**src/rtl/traceback_engine_pkg.sv**
```systemverilog
// Shared types, default constants and derived-width helpers for the Viterbi
// traceback engine.
package traceback_engine_pkg;

   localparam int DEF_STATE_W  = 2;
   localparam int DEF_OUT_W    = 2;
   localparam int DEF_TB_DEPTH = 32;

   typedef enum logic [1:0] {
      S_FILL     = 2'd0,
      S_WAIT_SEL = 2'd1,
      S_TRACE    = 2'd2,
      S_OUT      = 2'd3
   } tb_state_e;

   function automatic int num_state_f(input int state_w);
      return 1 << state_w;
   endfunction

   // A depth of one still needs a one-bit pointer.
   function automatic int addr_w_f(input int depth);
      return (depth > 1) ? $clog2(depth) : 1;
   endfunction

   function automatic int len_w_f(input int depth);
      return $clog2(depth + 1);
   endfunction

endpackage

```
**src/rtl/traceback_engine_if.sv**
```systemverilog
// Survivor input, end-state selection and decoded-frame output of the
// traceback engine. master = ACS/downstream side, slave = engine.
interface traceback_engine_if
   import traceback_engine_pkg::*;
#(
   parameter int STATE_W  = DEF_STATE_W,
   parameter int OUT_W    = DEF_OUT_W,
   parameter int TB_DEPTH = DEF_TB_DEPTH
);
   localparam int NUM_STATE = num_state_f(STATE_W);
   localparam int LEN_W     = len_w_f(TB_DEPTH);

   logic                           i_srv_vld;
   logic                           o_srv_rdy;
   logic [NUM_STATE*STATE_W-1:0]   i_srv_prv_st;
   logic                           i_last;
   logic                           i_sel_vld;
   logic [STATE_W-1:0]             i_sel_node;
   logic                           o_valid;
   logic                           i_ready;
   logic [TB_DEPTH*OUT_W-1:0]      o_data;
   logic [LEN_W-1:0]               o_len;
   logic                           o_busy;

   modport master (
      output i_srv_vld, i_srv_prv_st, i_last, i_sel_vld, i_sel_node, i_ready,
      input  o_srv_rdy, o_valid, o_data, o_len, o_busy
   );

   modport slave (
      input  i_srv_vld, i_srv_prv_st, i_last, i_sel_vld, i_sel_node, i_ready,
      output o_srv_rdy, o_valid, o_data, o_len, o_busy
   );

endinterface

```
**src/rtl/traceback_engine_srv_mem.sv**
```systemverilog
// Survivor memory: one previous-state vector per trellis step. Synchronous
// write, combinational read of a single (step, node) entry. Not reset.
module traceback_engine_srv_mem
   import traceback_engine_pkg::*;
#(
   parameter int STATE_W  = DEF_STATE_W,
   parameter int TB_DEPTH = DEF_TB_DEPTH
)(
   input  logic                                    clk,
   input  logic                                    we_i,
   input  logic [addr_w_f(TB_DEPTH)-1:0]           waddr_i,
   input  logic [num_state_f(STATE_W)*STATE_W-1:0] wdata_i,
   input  logic [addr_w_f(TB_DEPTH)-1:0]           raddr_i,
   input  logic [STATE_W-1:0]                      rnode_i,
   output logic [STATE_W-1:0]                      rprv_o
);
   localparam int VEC_W = num_state_f(STATE_W) * STATE_W;

   logic [VEC_W-1:0] mem_q [TB_DEPTH];
   logic [VEC_W-1:0] rd_vec;

   // Store the incoming survivor vector at the write pointer.
   always_ff @(posedge clk) begin
      if (we_i) mem_q[waddr_i] <= wdata_i;
   end

   // Select the step, then the predecessor of the current node.
   always_comb begin
      rd_vec = mem_q[raddr_i];
      rprv_o = rd_vec[rnode_i*STATE_W +: STATE_W];
   end

endmodule

```
**src/rtl/traceback_engine.sv**
```systemverilog
// Viterbi traceback engine: buffers survivors for a frame, traces back from
// the selected end state and presents the decoded bits in step order.
//
// state      | meaning
// -----------+------------------------------------------------------------
// S_FILL     | accepting survivor vectors until i_last or a full buffer
// S_WAIT_SEL | frame closed, waiting for the traceback start state
// S_TRACE    | walking back one step per cycle, filling the output word
// S_OUT      | decoded frame presented until downstream accepts it
module traceback_engine
   import traceback_engine_pkg::*;
#(
   parameter int STATE_W  = DEF_STATE_W,
   parameter int OUT_W    = DEF_OUT_W,
   parameter int TB_DEPTH = DEF_TB_DEPTH
)(
   input  logic               clk,
   input  logic               rst,
   traceback_engine_if.slave  bus
);
   localparam int ADDR_W = addr_w_f(TB_DEPTH);
   localparam int LEN_W  = len_w_f(TB_DEPTH);
   localparam int DATA_W = TB_DEPTH * OUT_W;
   localparam logic [ADDR_W-1:0] LAST_PTR = ADDR_W'(TB_DEPTH - 1);

   tb_state_e          state_q, state_d;
   logic [ADDR_W-1:0]  wr_ptr_q, wr_ptr_d;
   logic [ADDR_W-1:0]  idx_q, idx_d;
   logic [STATE_W-1:0] node_q, node_d;
   logic [LEN_W-1:0]   len_q, len_d;
   logic [DATA_W-1:0]  data_q, data_d;
   logic               mem_we;
   logic [STATE_W-1:0] mem_rd;

   traceback_engine_srv_mem #(
      .STATE_W  (STATE_W),
      .TB_DEPTH (TB_DEPTH)
   ) u_srv_mem (
      .clk     (clk),
      .we_i    (mem_we),
      .waddr_i (wr_ptr_q),
      .wdata_i (bus.i_srv_prv_st),
      .raddr_i (idx_q),
      .rnode_i (node_q),
      .rprv_o  (mem_rd)
   );

   // State and datapath registers; reset aborts any frame in flight.
   always_ff @(posedge clk or posedge rst) begin
      if (rst) begin
         state_q  <= S_FILL;
         wr_ptr_q <= '0;
         idx_q    <= '0;
         node_q   <= '0;
         len_q    <= '0;
         data_q   <= '0;
      end else begin
         state_q  <= state_d;
         wr_ptr_q <= wr_ptr_d;
         idx_q    <= idx_d;
         node_q   <= node_d;
         len_q    <= len_d;
         data_q   <= data_d;
      end
   end

   // Next-state and datapath updates for fill, select, trace and output.
   always_comb begin
      state_d  = state_q;
      wr_ptr_d = wr_ptr_q;
      idx_d    = idx_q;
      node_d   = node_q;
      len_d    = len_q;
      data_d   = data_q;
      mem_we   = 1'b0;
      case (state_q)
         S_FILL: begin
            if (bus.i_srv_vld) begin
               mem_we   = 1'b1;
               wr_ptr_d = wr_ptr_q + ADDR_W'(1);
               // The last buffer slot closes the frame even without i_last.
               if (bus.i_last || (wr_ptr_q == LAST_PTR)) begin
                  len_d   = LEN_W'(wr_ptr_q) + LEN_W'(1);
                  state_d = S_WAIT_SEL;
               end
            end
         end
         S_WAIT_SEL: begin
            if (bus.i_sel_vld) begin
               node_d  = bus.i_sel_node;
               idx_d   = ADDR_W'(len_q - LEN_W'(1));
               data_d  = '0;
               state_d = S_TRACE;
            end
         end
         S_TRACE: begin
            data_d[idx_q*OUT_W +: OUT_W] = node_q[OUT_W-1:0];
            node_d = mem_rd;
            if (idx_q == '0) state_d = S_OUT;
            else             idx_d   = idx_q - ADDR_W'(1);
         end
         S_OUT: begin
            if (bus.i_ready) begin
               wr_ptr_d = '0;
               state_d  = S_FILL;
            end
         end
         default: state_d = S_FILL;
      endcase
   end

   assign bus.o_srv_rdy = (state_q == S_FILL);
   assign bus.o_busy    = (state_q != S_FILL);
   assign bus.o_valid   = (state_q == S_OUT);
   assign bus.o_data    = data_q;
   assign bus.o_len     = len_q;

endmodule

```
**src/flat_wrapper.sv**
```systemverilog
// flat-port wrapper written by rule: the top's interface ports become plain ports
module traceback_engine_flat import traceback_engine_pkg::*;
#(
   parameter int STATE_W  = DEF_STATE_W,
   parameter int OUT_W    = DEF_OUT_W,
   parameter int TB_DEPTH = DEF_TB_DEPTH
)
  (clk, rst, bus_i_srv_vld, bus_i_srv_prv_st, bus_i_last, bus_i_sel_vld, bus_i_sel_node, bus_i_ready, bus_o_srv_rdy, bus_o_valid, bus_o_data, bus_o_len, bus_o_busy);
  traceback_engine_if #(.STATE_W(STATE_W), .OUT_W(OUT_W), .TB_DEPTH(TB_DEPTH)) bus_i ();
  input  logic clk;
  input  logic rst;
  input wire logic [$bits(bus_i.i_srv_vld)-1:0] bus_i_srv_vld;
  input wire logic [$bits(bus_i.i_srv_prv_st)-1:0] bus_i_srv_prv_st;
  input wire logic [$bits(bus_i.i_last)-1:0] bus_i_last;
  input wire logic [$bits(bus_i.i_sel_vld)-1:0] bus_i_sel_vld;
  input wire logic [$bits(bus_i.i_sel_node)-1:0] bus_i_sel_node;
  input wire logic [$bits(bus_i.i_ready)-1:0] bus_i_ready;
  output wire logic [$bits(bus_i.o_srv_rdy)-1:0] bus_o_srv_rdy;
  output wire logic [$bits(bus_i.o_valid)-1:0] bus_o_valid;
  output wire logic [$bits(bus_i.o_data)-1:0] bus_o_data;
  output wire logic [$bits(bus_i.o_len)-1:0] bus_o_len;
  output wire logic [$bits(bus_i.o_busy)-1:0] bus_o_busy;
  assign bus_i.i_srv_vld = bus_i_srv_vld;
  assign bus_i.i_srv_prv_st = bus_i_srv_prv_st;
  assign bus_i.i_last = bus_i_last;
  assign bus_i.i_sel_vld = bus_i_sel_vld;
  assign bus_i.i_sel_node = bus_i_sel_node;
  assign bus_i.i_ready = bus_i_ready;
  assign bus_o_srv_rdy = bus_i.o_srv_rdy;
  assign bus_o_valid = bus_i.o_valid;
  assign bus_o_data = bus_i.o_data;
  assign bus_o_len = bus_i.o_len;
  assign bus_o_busy = bus_i.o_busy;
  traceback_engine #(.STATE_W(STATE_W), .OUT_W(OUT_W), .TB_DEPTH(TB_DEPTH)) u_core (.clk(clk), .rst(rst), .bus(bus_i));
endmodule
```
**config.mk**
```make
export PLATFORM = sky130hd
export DESIGN_NAME = traceback_engine_flat
export DESIGN_NICKNAME = d
export VERILOG_FILES = /design/src/rtl/traceback_engine_pkg.sv /design/src/rtl/traceback_engine_if.sv /design/src/rtl/traceback_engine_srv_mem.sv /design/src/rtl/traceback_engine.sv /design/src/flat_wrapper.sv
export SDC_FILE = /design/constraint.sdc
export NUM_CORES = 1
export LEC_CHECK = 0
export CAP_MARGIN = 15
export CORE_MARGIN = 5
export CORE_UTILIZATION = 25
export DETAILED_ROUTE_END_ITERATION = 6
export SYNTH_ARGS = -nofsm -noshare
export SYNTH_HDL_FRONTEND = slang
export SYNTH_SLANG_ARGS = --single-unit
```
**constraint.sdc**
```tcl
create_clock -name clk -period 3 [get_ports clk]
set_input_delay 0.6 -clock clk [delete_from_list [all_inputs] [get_ports clk]]
set_output_delay 0.6 -clock clk [all_outputs]
set_load 0.01 [all_outputs]
```
==> results.toml, run 1 <==
[global_route]
grt_pass1_wl_um = 57470
antenna_found_initial = 0
grtUsageTotal_pct = 11.74
grt_pass1_vias = 8975
grt_max_degree = 85
overflow = 0

[pwr]
power.leakage_nw = 6.272
p_per_area_mw_per_mm2 = 859.1
vdd_drop_max_v = 0.0003643

[cts]
cts_resized = 0
cts_buffers = 36
cts_root_buf = "clkbuf_16"
cts_num_sinks = 340
post_cts_buffers = 0
cts_tree = "yes"
clock_tree.buffer_depth = 3
cts.reportedPaths.clkPinSlew_ps = 60
h-tree-depth = 2
cts-hold-fix-buffers = 0
clk_latency_ps = 520

[route]
routedLengthMet1_um = 17290
vias = 8885
wl_met2_um = 17430
topRoutingLayerUsed = "met4"
routed_wirelength_um = 37760
ant_nets = 0
wire_per_inst_um = 20.18
dr.first_iter.drc_count = 787
wl_met3_um = 2428
drc_errors = 0
dr.pass1.iters = 5
avgViaCountPerCell = 4.749

[sta]
slew_headroom_pct = 51.86
finClkSkew_ps = 9.153
finalSetupViolations = 0
rsz0062_at_grt = "false"
finalHoldViolations = 0
tns_ps = 0
post-route-period-util_pct = 90.53
slew_violations = 0
holdWs_ps = 479.1
fmax_ghz = 0.3682
finalCriticalPeriod_ps = 2716
tightest_slew_ps = 719.0

[synth]
synth_nets = 953
synth-edff-count = 256
syn_inst = 925
synth-seq-cells = 340
yosysWarnings = 0
synthArstFlopShare_pct = 24.71
synth-seq-area-share_pct = 67.71
synth_cell_types = 59
syn_avg_cell_area_um2 = 15.63
syn_area_mm2 = 0.01446
synth-main-ff-cell = "edfxtp_1"

[finish]
diodes = 0
nNetsFinal = 1111
layout_commonest_cell = "edfxtp_1"
mostFrequentLayoutCells = "edfxtp_1, clkdlybuf4s50_1, nand2_1, dfrtp_1, buf_4"
final_layout_size_suffix_gt1_share_pct = 16.27
syn2layout_area_growth_pct = 22.86

[run]
cap_violations = 0

[setup_path]
crit_fanout = 28
crit_path_end_kind = "register"
cp.required_ps = 3400
critical_path_class = "register to register"
cp-start-kind = "register"
cp.arrival_ps = 3110

[die]
start_util_pct = 25.15
row_count = 88
die_area_mm2 = 0.06274
ios = 89
core_area_mm2 = 0.05748
die_w_um = 250.5
die_h_um = 250.5

[placed_design]
dp_hpwl_um = 25280
portBuffers = 88
gp_congestion = 0.8389

[min_path]
hp-class = "input port to asynchronous set/reset pin"

[run_status]
status = "completed"
==> where the power goes <==
part / total, mW / switching (mW) / internal (mW)
clock: 4.25 / 1.74 / 2.51
combinational: 5.46 / 3.29 / 2.17
sequential: 5.55 / 0.224 / 5.33
total: 15.3 / 5.25 / 10.0
==> metrics by stage <==
step / cell area [um2] / worst slack [ps] / total power, mW / cells / util, %
2_1_floorplan: 14460 / 30.91 / 9.232 / 925 / -
3_3_place_gp: 16660 / 328.2 / 11.01 / 1810 / 28.99
3_5_place_dp: 16660 / 350.4 / 11.08 / 1810 / 28.99
4_1_cts: 17760 / 339.1 / 15.36 / 1871 / 30.90
5_1_grt: 17760 / 145.0 / 16.06 / 1871 / 30.90
6_report: 17760 / 284.2 / 15.26 / 1871 / 30.90
==> cell usage after synthesis, types with 7 or more instances <==
cell	instances	area, um2
nor2b_1	9	56.30
edfxtp_1	256	7687
a21oi_1	16	80.08
a22o_1	8	70.07
nor3_1	15	75.07
a32o_1	10	100.1
nand2b_1	7	43.79
nand2_1	85	319.1
mux4_1	17	446.7
ha_1	12	150.1
clkbuf_1	16	60.06
a21o_1	31	232.7
o21ai_0	25	125.1
buf_2	10	50.05
a22oi_1	12	90.09
mux2i_1	35	350.3
dfrtp_1	84	2102
buf_6	9	101.4
mux4_2	35	788.3
o2bb2ai_1	48	420.4
nor2_1	57	214.0
nand3_1	24	120.1
inv_1	16	60.06
==> flip-flops by register name, summed over array words and instances (netlist names) <==
name	cells
u_core.idx_q	5
u_core.state_q	2
u_core.u_srv_mem.mem_q	256
u_core.node_q	2
u_core.wr_ptr_q	5
u_core.bus.o_len	6
u_core.bus.o_data	64
==> kinds of logic after synthesis <==
family	share of synthesized area [%]
adders and majority gates	1.038
xor gates and xnor gates	0.6491
muxes	11.35
and+or+nand+nor	7.867
AOI/OAI and AO/OA	8.897
DFF	67.71
buffers and inverters	2.484
==> worst paths after layout <==
check | from | slack (ps) | end | cells after the start
max reg2reg | u_core.idx_q[1] | 280 | u_core.node_q[0] | 8
min reg2reg | u_core.bus.o_data[6] | 480 | u_core.bus.o_data[6] | 1
max in group asynchronous | rst | 2130 | u_core.idx_q[1] | 3
max | u_core.idx_q[1] | 280 | u_core.node_q[0] | 8
min in group clk | u_core.bus.o_data[6] | 480 | u_core.bus.o_data[6] | 1
min | rst | 480 | u_core.bus.o_len[5] | 3
==> worst max-delay path: stages, from the launching register on <==
cell     delay, ps
dfrtp_4        420
buf_12         230
buf_4          290
mux4_2         520
nand2_1         90
nand2_1         50
o21ai_0        400
o22ai_1        190
or3_1          380
==> cell type report <==
class                   instances  area (um2)
inverters                      18       68.82
flip-flops and latches        340        9794
clock inverters                13       133.9
clock buffers                  48       967.2
fillers                      5662       39710
multi-input cells             521        4312
well taps                     765       957.2
repair buffers                166        1529
==> layer usage <==
layer / vias up / track usage [%]
met1: 4596 / 16.82
met5: - / 0
met2: 306 / 18.44
met3: 41 / 2.471
li1: 3942 / -
met4: 0 / 2.651
Note: power is estimated with default switching activity, not from simulation.
==> run 2: changes to the inputs <==
DONT_BUFFER_PORTS = 1   (was unset)
==> results.toml, run 2 (same netlist as run 1, synthesis figures left out) <==
[sta]
tightest_slew_ps = 696.1
finClkSkew_ps = 12.08
setup_ws_ps = 270.3
holdWs_ps = 45.78
post-route-period-util_pct = 90.99
slew_headroom_pct = 53.39
tns_ps = 0
finalHoldViolations = 0
finalSetupViolations = 0
slew_violations = 0
finalCriticalPeriod_ps = 2730
rsz0062_at_grt = "false"
fmax_ghz = 0.3663

[setup_path]
cp.required_ps = 3400
reg2regPathDepth = 9
cp.arrival_ps = 3130
cp-start-kind = "register"
crit_fanout = 12
crit_path_end_kind = "register"
critical_path_class = "register to register"

[run]
cap_violations = 0

[pwr]
power_switching_mw = 5.249
vdd_drop_max_v = 0.0006232
switching_share_pct = 34.49
power.clock.fraction_pct = 29.6
power.share.sequential_pct = 37.3
p_comb_share_pct = 33.2
power.leakage_nw = 5.963
internal_power_mw = 9.971
p_per_area_mw_per_mm2 = 900.3

[placed_design]
dp_hpwl_um = 25100
portBuffers = 0
pre_cts_slack_ps = 277.4
gp_congestion = 0.8719

[cts]
cts_root_buf = "clkbuf_16"
clk_latency_ps = 530
cts_num_sinks = 340
cts-hold-fix-buffers = 0
cts_tree = "yes"
cts_buffers = 37
post_cts_buffers = 0
cts_resized = 0
h-tree-depth = 2
clock_tree.buffer_depth = 3
cts.reportedPaths.clkPinSlew_ps = 60

[route]
drc_errors = 0
vias = 8564
routed_wirelength_um = 37670
wire_per_inst_um = 21.18
dr.first_iter.drc_count = 695
ant_nets = 0
avgViaCountPerCell = 4.817
dr.pass1.iters = 5

[die]
row_count = 88
die_area_mm2 = 0.06274
ios = 89
die_h_um = 250.5
start_util_pct = 25.15
core_area_mm2 = 0.05748
die_w_um = 250.5

[global_route]
overflow = 0
grt_pass1_vias = 8631
grt_pass1_wl_um = 56780
antenna_found_initial = 0
grtUsageTotal_pct = 11.63
grt_max_degree = 49

[finish]
largest-register = "u_core.u_srv_mem.mem_q"
largest_register_ffs = 256
final_layout_size_suffix_gt1_share_pct = 17.28
nNetsFinal = 1014
mostFrequentLayoutCells = "edfxtp_1, nand2_1, dfrtp_1, buf_4, nor2_1"
diodes = 0
layout_commonest_cell = "edfxtp_1"
syn2layout_area_growth_pct = 16.94

[min_path]
hp-class = "input port to asynchronous set/reset pin"

[run_status]
status = "completed"
[run 2: cell types whose count changed in the layout (fill, tap and decap cells not counted)]
cell | before | now
buf_12 | 5 | 6
clkdlybuf4s50_1 | 88 | 0
clkinv_2 | 6 | 5
buf_4 | 73 | 62
clkinv_8 | 0 | 1
inv_4 | 0 | 2
inv_6 | 0 | 1
clkbuf_16 | 37 | 38
bufinv_16 | 3 | 4
[run 2: per-stage QoR]
step	utilization (%)	area [um2]	std cells	total power [mW]
after floorplan	-	14460	925	9.232
after global placement	27.35	15720	1712	10.74
after detailed placement	27.35	15720	1712	10.79
after CTS	29.41	16910	1778	15.30
after global routing	29.41	16910	1778	15.94
final	29.41	16910	1778	15.22
[run 2: worst max-delay path, cell delays in order (launching register included)]
cell and delay (ps):
dfrtp_4 550, inv_1 70, ha_1 290, and2_1 190, ha_1 190, a21o_1 300, nor3_1 500, nand2_1 170
a21o_1 230, o2bb2ai_1 120
[run 2: worst paths after layout]
path / slack (ps) / endpoint / startpoint
worst max-delay path: 270 / u_core.bus.o_data[21] / u_core.idx_q[1]
worst min-delay path: 50 / u_core.bus.o_len[5] / rst
worst max register to register: 270 / u_core.bus.o_data[21] / u_core.idx_q[1]
worst min register to register: 560 / u_core.bus.o_data[43] / u_core.bus.o_data[43]
max in group asynchronous: 2270 / u_core.bus.o_data[14] / rst
min in group clk: 170 / u_core.u_srv_mem.mem_q[26][5] / bus_i_srv_prv_st[5]
[run 2: layer usage]
metal  wire length [um]  part of all wire [%]  GRT usage [%]  vias up
li1                   -                     -              -     3754
met3               3535                   9.4          3.790       61
met1              15520                    41          15.60     4403
met4                791                   2.1          2.729        0
met5                  0                     0              0        -
met2              17820                    47          18.46      346
[run 2: cell type report]
cell class	count	area (um2)
clock buffers	49	992.2
clock inverters	17	196.4
fillers	5753	40570
inverters	18	68.82
multi-input cells	521	4312
flip-flops and latches	340	9794
well taps	765	957.2
repair buffers	68	585.6
[run 2: power by group through the flow]
stage               clock network [mW]  registers, mW  logic (mW)
floorplan                            0           5.56        3.67
global placement                     0           5.76        4.98
detailed placement                   0           5.77        5.02
CTS                               4.58           5.67        5.05
global route                      4.80           5.70        5.44
finish                            4.50           5.67        5.05
